==> src/rtl/afe_arb_pkg.sv <==
// Shared definitions for the ADC buffer write-port arbiter.
package afe_arb_pkg;

    typedef enum logic [0:0] {
        ARB_IDLE  = 1'b0,
        ARB_GRANT = 1'b1
    } arb_state_e;

    localparam int ARB_NUM_ADC_DEFAULT = 4;
    localparam int ARB_TIMEOUT_DEFAULT = 16;

endpackage

==> src/rtl/afe_buf_wr_arb_if.sv <==
// Request/grant bundle between the adc_top instances and the buffer write arbiter.
interface afe_buf_wr_arb_if #(
    parameter int NUM_ADC = 4
);
    localparam int IW = $clog2(NUM_ADC);

    logic               en_i;
    logic               prio_mode_i;
    logic [NUM_ADC-1:0] req_i;
    logic [NUM_ADC-1:0] grant_ack_i;
    logic [NUM_ADC-1:0] grant_o;
    logic [IW-1:0]      sel_o;
    logic               busy_o;
    logic               timeout_event_o;
    logic [IW-1:0]      timeout_id_o;

    modport master (
        output en_i, prio_mode_i, req_i, grant_ack_i,
        input  grant_o, sel_o, busy_o, timeout_event_o, timeout_id_o
    );

    modport slave (
        input  en_i, prio_mode_i, req_i, grant_ack_i,
        output grant_o, sel_o, busy_o, timeout_event_o, timeout_id_o
    );

endinterface

==> src/rtl/afe_rr_pick.sv <==
// Combinational winner search: rotating (from i_ptr, wrapping) or fixed (index 0 first).
module afe_rr_pick #(
    parameter int NUM_ADC = 4,
    parameter int IW      = $clog2(NUM_ADC)
) (
    input  logic [NUM_ADC-1:0] i_req,
    input  logic [IW-1:0]      i_ptr,
    input  logic               i_fixed,
    output logic [NUM_ADC-1:0] o_onehot,
    output logic [IW-1:0]      o_idx,
    output logic               o_valid
);

    logic [IW-1:0] w_base;
    logic [IW:0]   w_cand;

    // Walk offsets from the far end so the closest requester is written last.
    always_comb begin
        w_base   = i_fixed ? '0 : i_ptr;
        w_cand   = '0;
        o_valid  = 1'b0;
        o_idx    = '0;
        o_onehot = '0;
        for (int i = NUM_ADC - 1; i >= 0; i--) begin
            w_cand = {1'b0, w_base} + (IW+1)'(i);
            if (w_cand >= (IW+1)'(NUM_ADC))
                w_cand = w_cand - (IW+1)'(NUM_ADC);
            if (i_req[w_cand[IW-1:0]]) begin
                o_valid = 1'b1;
                o_idx   = w_cand[IW-1:0];
            end
        end
        if (o_valid)
            o_onehot[o_idx] = 1'b1;
    end

endmodule

==> src/rtl/afe_buf_wr_arb.sv <==
// Arbitrates the shared capture-buffer write port among NUM_ADC adc_top instances,
// with ack-driven hand-over and a per-grant timeout.
//   state     | meaning
//   ST_IDLE   | no grant held; arbitrate when enabled and any request is up
//   ST_GRANT  | grant_o held on sel_o until ack or wait counter expiry
module afe_buf_wr_arb
    import afe_arb_pkg::*;
#(
    parameter int NUM_ADC        = ARB_NUM_ADC_DEFAULT,
    parameter int TIMEOUT_CYCLES = ARB_TIMEOUT_DEFAULT
) (
    input  logic            clk_i,
    input  logic            rst_i,
    afe_buf_wr_arb_if.slave arb_if
);

    localparam int IW = $clog2(NUM_ADC);
    localparam int CW = $clog2(TIMEOUT_CYCLES + 1);
    localparam logic [0:0]         ST_IDLE  = ARB_IDLE;
    localparam logic [0:0]         ST_GRANT = ARB_GRANT;
    localparam logic [NUM_ADC-1:0] ONE      = NUM_ADC'(1);

    logic [0:0]         r_state;
    logic [NUM_ADC-1:0] r_grant;
    logic [IW-1:0]      r_sel;
    logic [IW-1:0]      r_rr_ptr;
    logic [CW-1:0]      r_cnt;
    logic               r_tmo_evt;
    logic [IW-1:0]      r_tmo_id;

    logic               w_ack;
    logic [IW-1:0]      w_ptr_nxt;
    logic [NUM_ADC-1:0] w_pick_req;
    logic [IW-1:0]      w_pick_ptr;
    logic [NUM_ADC-1:0] w_onehot;
    logic [IW-1:0]      w_idx;
    logic               w_valid;
    logic [NUM_ADC-1:0] w_lower;
    logic               w_hi_prio;
    logic               w_b2b_ok;

    assign w_ack      = (r_state == ST_GRANT) && arb_if.grant_ack_i[r_sel];
    assign w_ptr_nxt  = (r_sel == IW'(NUM_ADC - 1)) ? '0 : r_sel + 1'b1;
    assign w_pick_req = (r_state == ST_GRANT) ? (arb_if.req_i & ~r_grant) : arb_if.req_i;
    assign w_pick_ptr = (r_state == ST_GRANT) ? w_ptr_nxt : r_rr_ptr;

    // In fixed mode a hand-over only happens to a higher-priority requester; otherwise
    // the releasing (highest-priority) requester gets the port back after one idle cycle.
    assign w_lower   = (ONE << r_sel) - ONE;
    assign w_hi_prio = |(arb_if.req_i & w_lower);
    assign w_b2b_ok  = arb_if.en_i && w_valid && (!arb_if.prio_mode_i || w_hi_prio);

    afe_rr_pick #(
        .NUM_ADC (NUM_ADC),
        .IW      (IW)
    ) u_pick (
        .i_req    (w_pick_req),
        .i_ptr    (w_pick_ptr),
        .i_fixed  (arb_if.prio_mode_i),
        .o_onehot (w_onehot),
        .o_idx    (w_idx),
        .o_valid  (w_valid)
    );

    always_ff @(posedge clk_i or posedge rst_i) begin
        if (rst_i) begin
            r_state   <= ST_IDLE;
            r_grant   <= '0;
            r_sel     <= '0;
            r_rr_ptr  <= '0;
            r_cnt     <= '0;
            r_tmo_evt <= 1'b0;
            r_tmo_id  <= '0;
        end else begin
            r_tmo_evt <= 1'b0;
            case (r_state)
                ST_IDLE: begin
                    if (arb_if.en_i && w_valid) begin
                        r_grant <= w_onehot;
                        r_sel   <= w_idx;
                        r_cnt   <= '0;
                        r_state <= ST_GRANT;
                    end
                end
                default: begin
                    if (w_ack) begin
                        r_rr_ptr <= w_ptr_nxt;
                        if (w_b2b_ok) begin
                            r_grant <= w_onehot;
                            r_sel   <= w_idx;
                            r_cnt   <= '0;
                        end else begin
                            r_grant <= '0;
                            r_state <= ST_IDLE;
                        end
                    end else if (r_cnt == CW'(TIMEOUT_CYCLES - 1)) begin
                        r_grant   <= '0;
                        r_tmo_evt <= 1'b1;
                        r_tmo_id  <= r_sel;
                        r_rr_ptr  <= w_ptr_nxt;
                        r_state   <= ST_IDLE;
                    end else begin
                        r_cnt <= r_cnt + 1'b1;
                    end
                end
            endcase
        end
    end

    assign arb_if.grant_o         = r_grant;
    assign arb_if.sel_o           = r_sel;
    assign arb_if.busy_o          = (r_state == ST_GRANT);
    assign arb_if.timeout_event_o = r_tmo_evt;
    assign arb_if.timeout_id_o    = r_tmo_id;

endmodule

==> src/flat_wrapper.sv <==
// flat-port wrapper written by rule: the top's interface ports become plain ports
module afe_buf_wr_arb_flat import afe_arb_pkg::*;
#(
    parameter int NUM_ADC        = ARB_NUM_ADC_DEFAULT,
    parameter int TIMEOUT_CYCLES = ARB_TIMEOUT_DEFAULT
)
  (clk_i, rst_i, arb_if_en_i, arb_if_prio_mode_i, arb_if_req_i, arb_if_grant_ack_i, arb_if_grant_o, arb_if_sel_o, arb_if_busy_o, arb_if_timeout_event_o, arb_if_timeout_id_o);
  afe_buf_wr_arb_if #(.NUM_ADC(NUM_ADC)) arb_if_i ();
  input  logic clk_i;
  input  logic rst_i;
  input wire logic [$bits(arb_if_i.en_i)-1:0] arb_if_en_i;
  input wire logic [$bits(arb_if_i.prio_mode_i)-1:0] arb_if_prio_mode_i;
  input wire logic [$bits(arb_if_i.req_i)-1:0] arb_if_req_i;
  input wire logic [$bits(arb_if_i.grant_ack_i)-1:0] arb_if_grant_ack_i;
  output wire logic [$bits(arb_if_i.grant_o)-1:0] arb_if_grant_o;
  output wire logic [$bits(arb_if_i.sel_o)-1:0] arb_if_sel_o;
  output wire logic [$bits(arb_if_i.busy_o)-1:0] arb_if_busy_o;
  output wire logic [$bits(arb_if_i.timeout_event_o)-1:0] arb_if_timeout_event_o;
  output wire logic [$bits(arb_if_i.timeout_id_o)-1:0] arb_if_timeout_id_o;
  assign arb_if_i.en_i = arb_if_en_i;
  assign arb_if_i.prio_mode_i = arb_if_prio_mode_i;
  assign arb_if_i.req_i = arb_if_req_i;
  assign arb_if_i.grant_ack_i = arb_if_grant_ack_i;
  assign arb_if_grant_o = arb_if_i.grant_o;
  assign arb_if_sel_o = arb_if_i.sel_o;
  assign arb_if_busy_o = arb_if_i.busy_o;
  assign arb_if_timeout_event_o = arb_if_i.timeout_event_o;
  assign arb_if_timeout_id_o = arb_if_i.timeout_id_o;
  afe_buf_wr_arb #(.NUM_ADC(NUM_ADC), .TIMEOUT_CYCLES(TIMEOUT_CYCLES)) u_core (.clk_i(clk_i), .rst_i(rst_i), .arb_if(arb_if_i));
endmodule
==> config.mk <==
export PLATFORM = sky130hd
export DESIGN_NAME = afe_buf_wr_arb_flat
export DESIGN_NICKNAME = d
export VERILOG_FILES = /design/src/rtl/afe_arb_pkg.sv /design/src/rtl/afe_buf_wr_arb_if.sv /design/src/rtl/afe_rr_pick.sv /design/src/rtl/afe_buf_wr_arb.sv /design/src/flat_wrapper.sv
export SDC_FILE = /design/constraint.sdc
export NUM_CORES = 1
export LEC_CHECK = 0
export BUFFER_PORTS_ARGS = -buffer_cell sky130_fd_sc_hd__buf_2
export CELL_PAD_IN_SITES_DETAIL_PLACEMENT = 0
export CELL_PAD_IN_SITES_GLOBAL_PLACEMENT = 2
export CORE_MARGIN = 2
export CORE_UTILIZATION = 29
export CTS_CLUSTER_DIAMETER = 120
export DETAILED_ROUTE_END_ITERATION = 8
export PLACE_DENSITY_LB_ADDON = 0.1
export REMOVE_ABC_BUFFERS = 1
export SLEW_MARGIN = 20
export SYNTH_ARGS = -nofsm -noshare
export SYNTH_HDL_FRONTEND = slang
export SYNTH_SLANG_ARGS = --single-unit
==> constraint.sdc <==
create_clock -name clk_i -period 1.8 [get_ports clk_i]
set_input_delay 0 -clock clk_i [delete_from_list [all_inputs] [get_ports clk_i]]
set_output_delay 0 -clock clk_i [all_outputs]
set_load 0.01 [all_outputs]
# Word level (Yosys, flattened, before mapping)
# Cells that the tools add are included.
# classes
n_addsub	10
multipliers	0
div	0
n_lt_le_gt_ge	11
eq_ne	7
n_shift	1
mux	53
bitwise_logic	4
n_reduce_logical	14
# op_table
op	count
$mux W2	17
$mux W4	7
$mux W5	5
$lt A2 B3 Y1 const B	6
$mux W1	18
$bmux W1 S2	5
$ge A3 B3 Y1 const B	3
$ne A3 B3 Y1 const B	3
$reduce_and A3 Y1	3
$and A4 B4 Y4	2
$sub A2 B1 Y2 const B	4
$add A2 B2 Y3 const B	2
$add A5 B1 Y5 const B	1
$eq A5 B4 Y1 const B	1
$logic_and A1 B1 Y1	4
$ne A2 B2 Y1 const B	2
$not A4 Y4	1
$reduce_and A2 Y1	2
$reduce_bool A2 Y1	2
$reduce_or A4 Y1	1
$shl A1 B2 Y4 const A	1
$sub A4 B1 Y4 const B	1
$add A2 B1 Y3 const B	1
$ge A2 B3 Y1 const B	1
7 further kinds	7
# totals
ff_bits	17
latch_bits	0
ram_bits	0
romBits	0
inputBits	12
output_inout_bits	10
n_memories	0

# Depth between registers and ports, before layout
# depth
depth_word	21
ltp_mapped	7

# Modules after synthesis
# From an unflattened synthesis, not the netlist that was laid out.
# hier_totals
hier_cells	122
area_unflattened_um2	1226.2
# modules_own_cells
module	n_inst	cells_each	area_per_inst_um2	seq_area_each_um2
afe_buf_wr_arb	1	81	924.6	425.4
afe_rr_pick	1	41	301.5	0.0

# Worst setup path after synthesis
# OpenSTA, ideal clock, no wires.
# synth_timing
path_kind	register to register
start	reg u_core.r_sel[0], in the netlist u_core.arb_if.sel_o[0]
end	reg u_core.r_grant[0], in the netlist u_core.arb_if.grant_o[0]
t_arrival_ns	1.837
t_required_ns	1.678
setup_slack_ns	-0.158
path_stages_with_launch	8
period_less_slack_ns	1.958
path_cell_list	dfrtp_1 -> inv_1 -> ha_1 -> mux2i_1 -> or2_2 -> o21ai_0 -> o211ai_1 -> a32o_1
# synth_between
elab_chain_cells	21
elab_cells_between_ends	59
classes_between	add/sub: 9; order compare: 6; eq/ne: 2; shift: 1; mux: 32; bitwise: 1; reduce/logical: 8
# synth_lines
item	line	source
start, declared	afe_buf_wr_arb.sv:25	logic [IW-1:0] r_sel;
start signal, assigned	afe_buf_wr_arb.sv:80	r_sel <= w_idx;
start signal, assigned	afe_buf_wr_arb.sv:90	r_sel <= w_idx;
$add A2 B1 Y2 or $eq A2 B2 Y1 (tied branches)	afe_buf_wr_arb.sv:43	assign w_ptr_nxt = (r_sel == IW'(NUM_ADC - 1)) ? '0 : r_sel + 1'b1;
$mux W2 (*)	afe_buf_wr_arb.sv:43	
net u_core.w_ptr_nxt[1]	afe_buf_wr_arb.sv:32	logic [IW-1:0] w_ptr_nxt;
$mux W2 (*)	afe_buf_wr_arb.sv:45	assign w_pick_ptr = (r_state == ST_GRANT) ? w_ptr_nxt : r_rr_ptr;
$mux W2 (*)	afe_rr_pick.sv:19	w_base = i_fixed ? '0 : i_ptr;
$add A2 B2 Y3	afe_rr_pick.sv:25	w_cand = {1'b0, w_base} + (IW+1)'(i);
$ge A3 B3 Y1 or $sub A2 B1 Y2 (tied branches)	afe_rr_pick.sv:26, afe_rr_pick.sv:27	
$mux W2	afe_rr_pick.sv:26	if (w_cand >= (IW+1)'(NUM_ADC))
(+6 left out)	n/a	
$lt A2 B3 Y1 (implied by the code) or $ge A2 B1 Y1 (tied branches)	afe_rr_pick.sv:34	o_onehot[o_idx] = 1'b1;
$logic_and A1 B1 Y1 (implied by the code)	afe_rr_pick.sv:34	
$mux W1 (implied by the code)	afe_rr_pick.sv:34	
$demux W1 S2	afe_rr_pick.sv:34	
$mux W4	afe_rr_pick.sv:33	if (o_valid)
$mux W4	afe_buf_wr_arb.sv:88	if (w_b2b_ok) begin
$mux W4	afe_buf_wr_arb.sv:86	if (w_ack) begin
$mux W4	afe_buf_wr_arb.sv:76	case (r_state)
end signal, assigned	afe_buf_wr_arb.sv:79	r_grant <= w_onehot;
end signal, assigned	afe_buf_wr_arb.sv:89	r_grant <= w_onehot;
end, declared	afe_buf_wr_arb.sv:24	logic [NUM_ADC-1:0] r_grant;
# Mark *: on every way through the listed nets, which the timed path passes. The rest lies on a longest branch. The select of a mux whose other input is x is not followed.
# A chain may end at the register's enable or synchronous reset.

# Worst setup path in the final report
# layout_timing
start	reg u_core.r_sel[0], in the netlist u_core.arb_if.sel_o[0]
end	reg u_core.r_grant[0], in the netlist u_core.arb_if.grant_o[0]
# layout_between
elab_chain_cells	21
elab_cells_between_ends	59
classes_between	add/sub: 9; order compare: 6; eq/ne: 2; shift: 1; mux: 32; bitwise: 1; reduce/logical: 8
# layout_lines
item	line	source
$add A2 B1 Y2 or $eq A2 B2 Y1 (tied branches)	afe_buf_wr_arb.sv:43	
$mux W2	afe_buf_wr_arb.sv:43	
$mux W2	afe_buf_wr_arb.sv:45	
$mux W2	afe_rr_pick.sv:19	
$add A2 B2 Y3	afe_rr_pick.sv:25	
$ge A3 B3 Y1 or $sub A2 B1 Y2 (tied branches)	afe_rr_pick.sv:26, afe_rr_pick.sv:27	
$mux W2	afe_rr_pick.sv:26	
$bmux W1 S2	afe_rr_pick.sv:28	if (i_req[w_cand[IW-1:0]]) begin
(+5 left out)	n/a	
$lt A2 B3 Y1 (implied by the code) or $ge A2 B1 Y1 (tied branches)	afe_rr_pick.sv:34	
$logic_and A1 B1 Y1 (implied by the code)	afe_rr_pick.sv:34	
$mux W1 (implied by the code)	afe_rr_pick.sv:34	
$demux W1 S2	afe_rr_pick.sv:34	
$mux W4	afe_rr_pick.sv:33	
$mux W4	afe_buf_wr_arb.sv:88	
$mux W4	afe_buf_wr_arb.sv:86	
$mux W4	afe_buf_wr_arb.sv:76	
# Several ways; a longest one is shown, not always the timed one. The select of a mux whose other input is x is not followed.

==> summary.md <==
| Metric | Value |
|---|---|
| Vias in the first global route | `992` |
| Final HPWL DP | `2120 um` |
| Critical path class | `flip-flop to flip-flop` |
| Die W | `64.0 um` |
| Routability congestion estimate | `0.796` |
| Required time worst endpoint | `2.00 ns` |
| Seq pwr share | `27.0%` |
| Util after Layout | `45.7%` |
| First-pass GRT wire length | `4640 um` |
| Maxcap violations | `0` |
| DR DRC count | `0` |
| Synthesized area per cell | `10.0 um^2` |
| Placed insts | `186` |
| Failing checks | `setup timing` |
| FF-to-FF Start | `u_core.arb_if.sel_o[0]` |
| Nets@finish | `165` |
| H-tree levels | `1` |
| Setup Viol. Count Final | `8` |
| Synth area leader | `dfrtp_1` |
| # rows | `21` |
| Syn Std Cell Area | `0.00104 mm^2` |
| Relative slew slack | `54.3%` |
| Post-DRT Antenna Nets | `0` |
| Synth cell types | `39` |
| Main synth FF type | `dfrtp_1` |
| Core area | `0.00339 mm^2` |
| Largest net degree at the start of global routing | `18` |
| Worst Setup End Kind | `flip-flop` |
| Die extent in y | `64.0 um` |
| Synth Instances | `104` |
| Fmax | `523 MHz` |
| CTS Buf Count | `3` |
| TritonCTS clock tree | `built` |
| EDFF count, synth | `0` |
| RSZ-0062 raised after global routing | `true` |
| Root Buffer | `clkbuf_4` |
| Share of cells above drive strength 1 | `53.7%` |
| Worst-path clk slew | `0.12 ns` |
| Worst Hold Class | `primary input to flip-flop` |
| Starting Density | `30.7%` |
| Grt total ovfl | `0` |
| Tmin final | `1.91 ns` |
| CP Launch Point | `u_core.arb_if.sel_o[0]` |
| Drt total wl | `2750 um` |
| Yosys warns | `0` |
| Switching power | `0.955 mW` |
| Pre-Repair DR Iteration Count | `2` |
| All-layer global routing usage | `14.8%` |
| Status | `finished, violations left` |
| Reg2reg path depth | `6` |
| PnR Total Power | `2.30 mW` |
| # IOs | `22` |
| Largest cells by area after synthesis | `dfrtp_1, ha_1, a32o_1` |
| Port bufs | `21` |
| Vias per cell | `4.92` |
| Power per cell area | `1490 mW/mm^2` |
| Fin. max-slew vios | `0` |
| Crit path max fanout | `5` |
| Clock Sinks | `17` |
| R2r setup slk | `-0.11 ns` |
| Skew final | `0.0109 ns` |
| Final Hold Fails | `0` |
| Clock Tree Buf Depth | `2` |
| Critical Path AT | `2.11 ns` |
| Inserted Diodes | `0` |
| Share of the synthesized area in the top cell type | `40.8%` |
| Layout area overhead | `48.7%` |
| Non-Filler Instances | `193` |
| R2r endpoint | `u_core.arb_if.grant_o[0]` |
| Slew of the pin with the lowest slew margin | `0.684 ns` |
| Clock network power share | `9.3%` |
| Fillers | `325` |
| LEAKAGE | `0.728 nW` |
| Switching Share | `41.5%` |
| VDD IR max | `0.726 mV` |
| Wirelength per Cell | `14.3 um` |
| Worst-Skew Late Latency | `0.30 ns` |
| Crit start category | `flip-flop` |
| Period utilization | `106%` |
| Multi-input logic area | `724 um^2` |
| Storage element area | `427 um^2` |
| Vias | `949` |
| Post-synthesis async set-or-reset flop share | `100%` |
| CP Capture Point | `u_core.arb_if.grant_o[0]` |
| Full die area | `0.00409 mm^2` |
| Pint | `1.35 mW` |
| Combinational fraction of design power | `63.7%` |
| Initial antenna violation count | `0` |
| Initial DRC Count | `28` |
| Hold WS | `0.212 ns` |
| Pre-CTS WS | `-0.252 ns` |
| Sequential area share after synthesis | `40.8%` |
| Final worst setup slack | `-0.112 ns` |
| Seq cells post-synth | `17` |
worst min-delay path by stage:
stage,startpoint,end,slack (ns),cells past startpoint
floorplan,rst_i,u_core.arb_if.busy_o,-0.07,1
global placement,rst_i,u_core.arb_if.busy_o,0.13,2
detailed placement,rst_i,u_core.arb_if.timeout_id_o[0],0.13,2
CTS,arb_if_en_i,u_core.r_cnt[2],0.20,5
global route,arb_if_en_i,u_core.r_cnt[1],0.22,5
finish,arb_if_en_i,u_core.r_cnt[2],0.21,5
metal layers:
metal / wire length (um) / up-vias / track usage, %
met5: 0 / - / 0
met4: 40 / 0 / 4.35
met3: 75 / 4 / 3.87
met2: 1360 / 11 / 24.5
met1: 1280 / 463 / 18.8
li1: - / 471 / -
kinds of logic (layout without fill, tap and decap cells):
logic type | count (synthesis) | in the layout | share of synthesized area, %
compound gates | 36 | 36 | 26.4
flops | 17 | 17 | 40.8
buf+inv | 10 | 53 | 4.08
mux | 6 | 6 | 7.32
fa+ha+maj | 5 | 5 | 6.00
simple gates | 27 | 27 | 12.8
xor+xnor | 3 | 3 | 2.52
power by group through the flow:
stage / registers, mW / logic [mW] / clock network, mW
CTS: 0.623 / 1.28 / 0.231
global route: 0.646 / 1.60 / 0.237
global placement: 0.617 / 1.11 / 0
detailed placement: 0.621 / 1.11 / 0
floorplan: 0.666 / 0.562 / 0
finish: 0.622 / 1.47 / 0.215
sequential cells by signal (all words and copies together), names as in the netlist:
name / cells
u_core.arb_if.busy_o: 1
u_core.arb_if.timeout_event_o: 1
u_core.r_cnt: 5
u_core.r_rr_ptr: 2
u_core.arb_if.timeout_id_o: 2
u_core.arb_if.sel_o: 2
u_core.arb_if.grant_o: 4
layout make-up:
class | count | share of cell area (%)
sequential | 17 | 27.5
timing repair buffer | 41 | 18.3
tap | 46 | 3.71
clock inverter | 1 | 0.323
multi-input combinational | 77 | 46.7
clock buffer | 3 | 1.45
inverter | 8 | 1.94
worst max-delay path, cell delays in order, from the launching register on:
cell	delay [ns]
dfrtp_2	0.43
buf_6	0.12
mux4_2	0.60
a21boi_4	0.24
nor2_4	0.06
buf_6	0.14
a32o_1	0.24
cell usage in the layout, fill, tap and decap left out, types with 2 or more instances in the layout:
master	instances
buf_6	7
dfrtp_1	16
a21oi_1	3
a32o_1	3
nor2_4	3
o22ai_1	2
o22ai_2	2
inv_1	6
o21ai_1	3
o21ai_2	5
ha_1	3
or2_4	2
nand2_1	9
clkbuf_4	3
buf_2	21
nor2_1	4
ha_4	2
mux2_2	3
inv_2	2
buf_4	12
a21bo_2	2
xor2_1	2
per-stage QoR:
step | TNS, ns | cell area (um^2)
global placement | -1.79 | 1320
detailed placement | -1.96 | 1320
finish | -0.733 | 1550
floorplan | -0.726 | 1030
CTS | -0.721 | 1450
global route | -1.62 | 1550
repair_timing:
action	4_1_cts	5_1_grt
buffers inserted	1	1
pin swaps	11	5
hold buffers	1	0
cloned	0	0
hold endpoints to repair	17	0
gates resized for setup	22	27
setup endpoints to repair	15	15
synthesized netlist by cell type, types with 2 or more instances:
cell / count
a21bo_2: 2
a21boi_0: 2
a21oi_1: 3
a32o_1: 4
dfrtp_1: 17
ha_1: 5
inv_1: 8
mux2_2: 3
mux2i_1: 2
nand2_1: 10
nor2_1: 7
o21ai_0: 8
o22ai_1: 4
o31ai_1: 2
or2_2: 2
xor2_1: 2
Power figures use the tool's default switching activity.
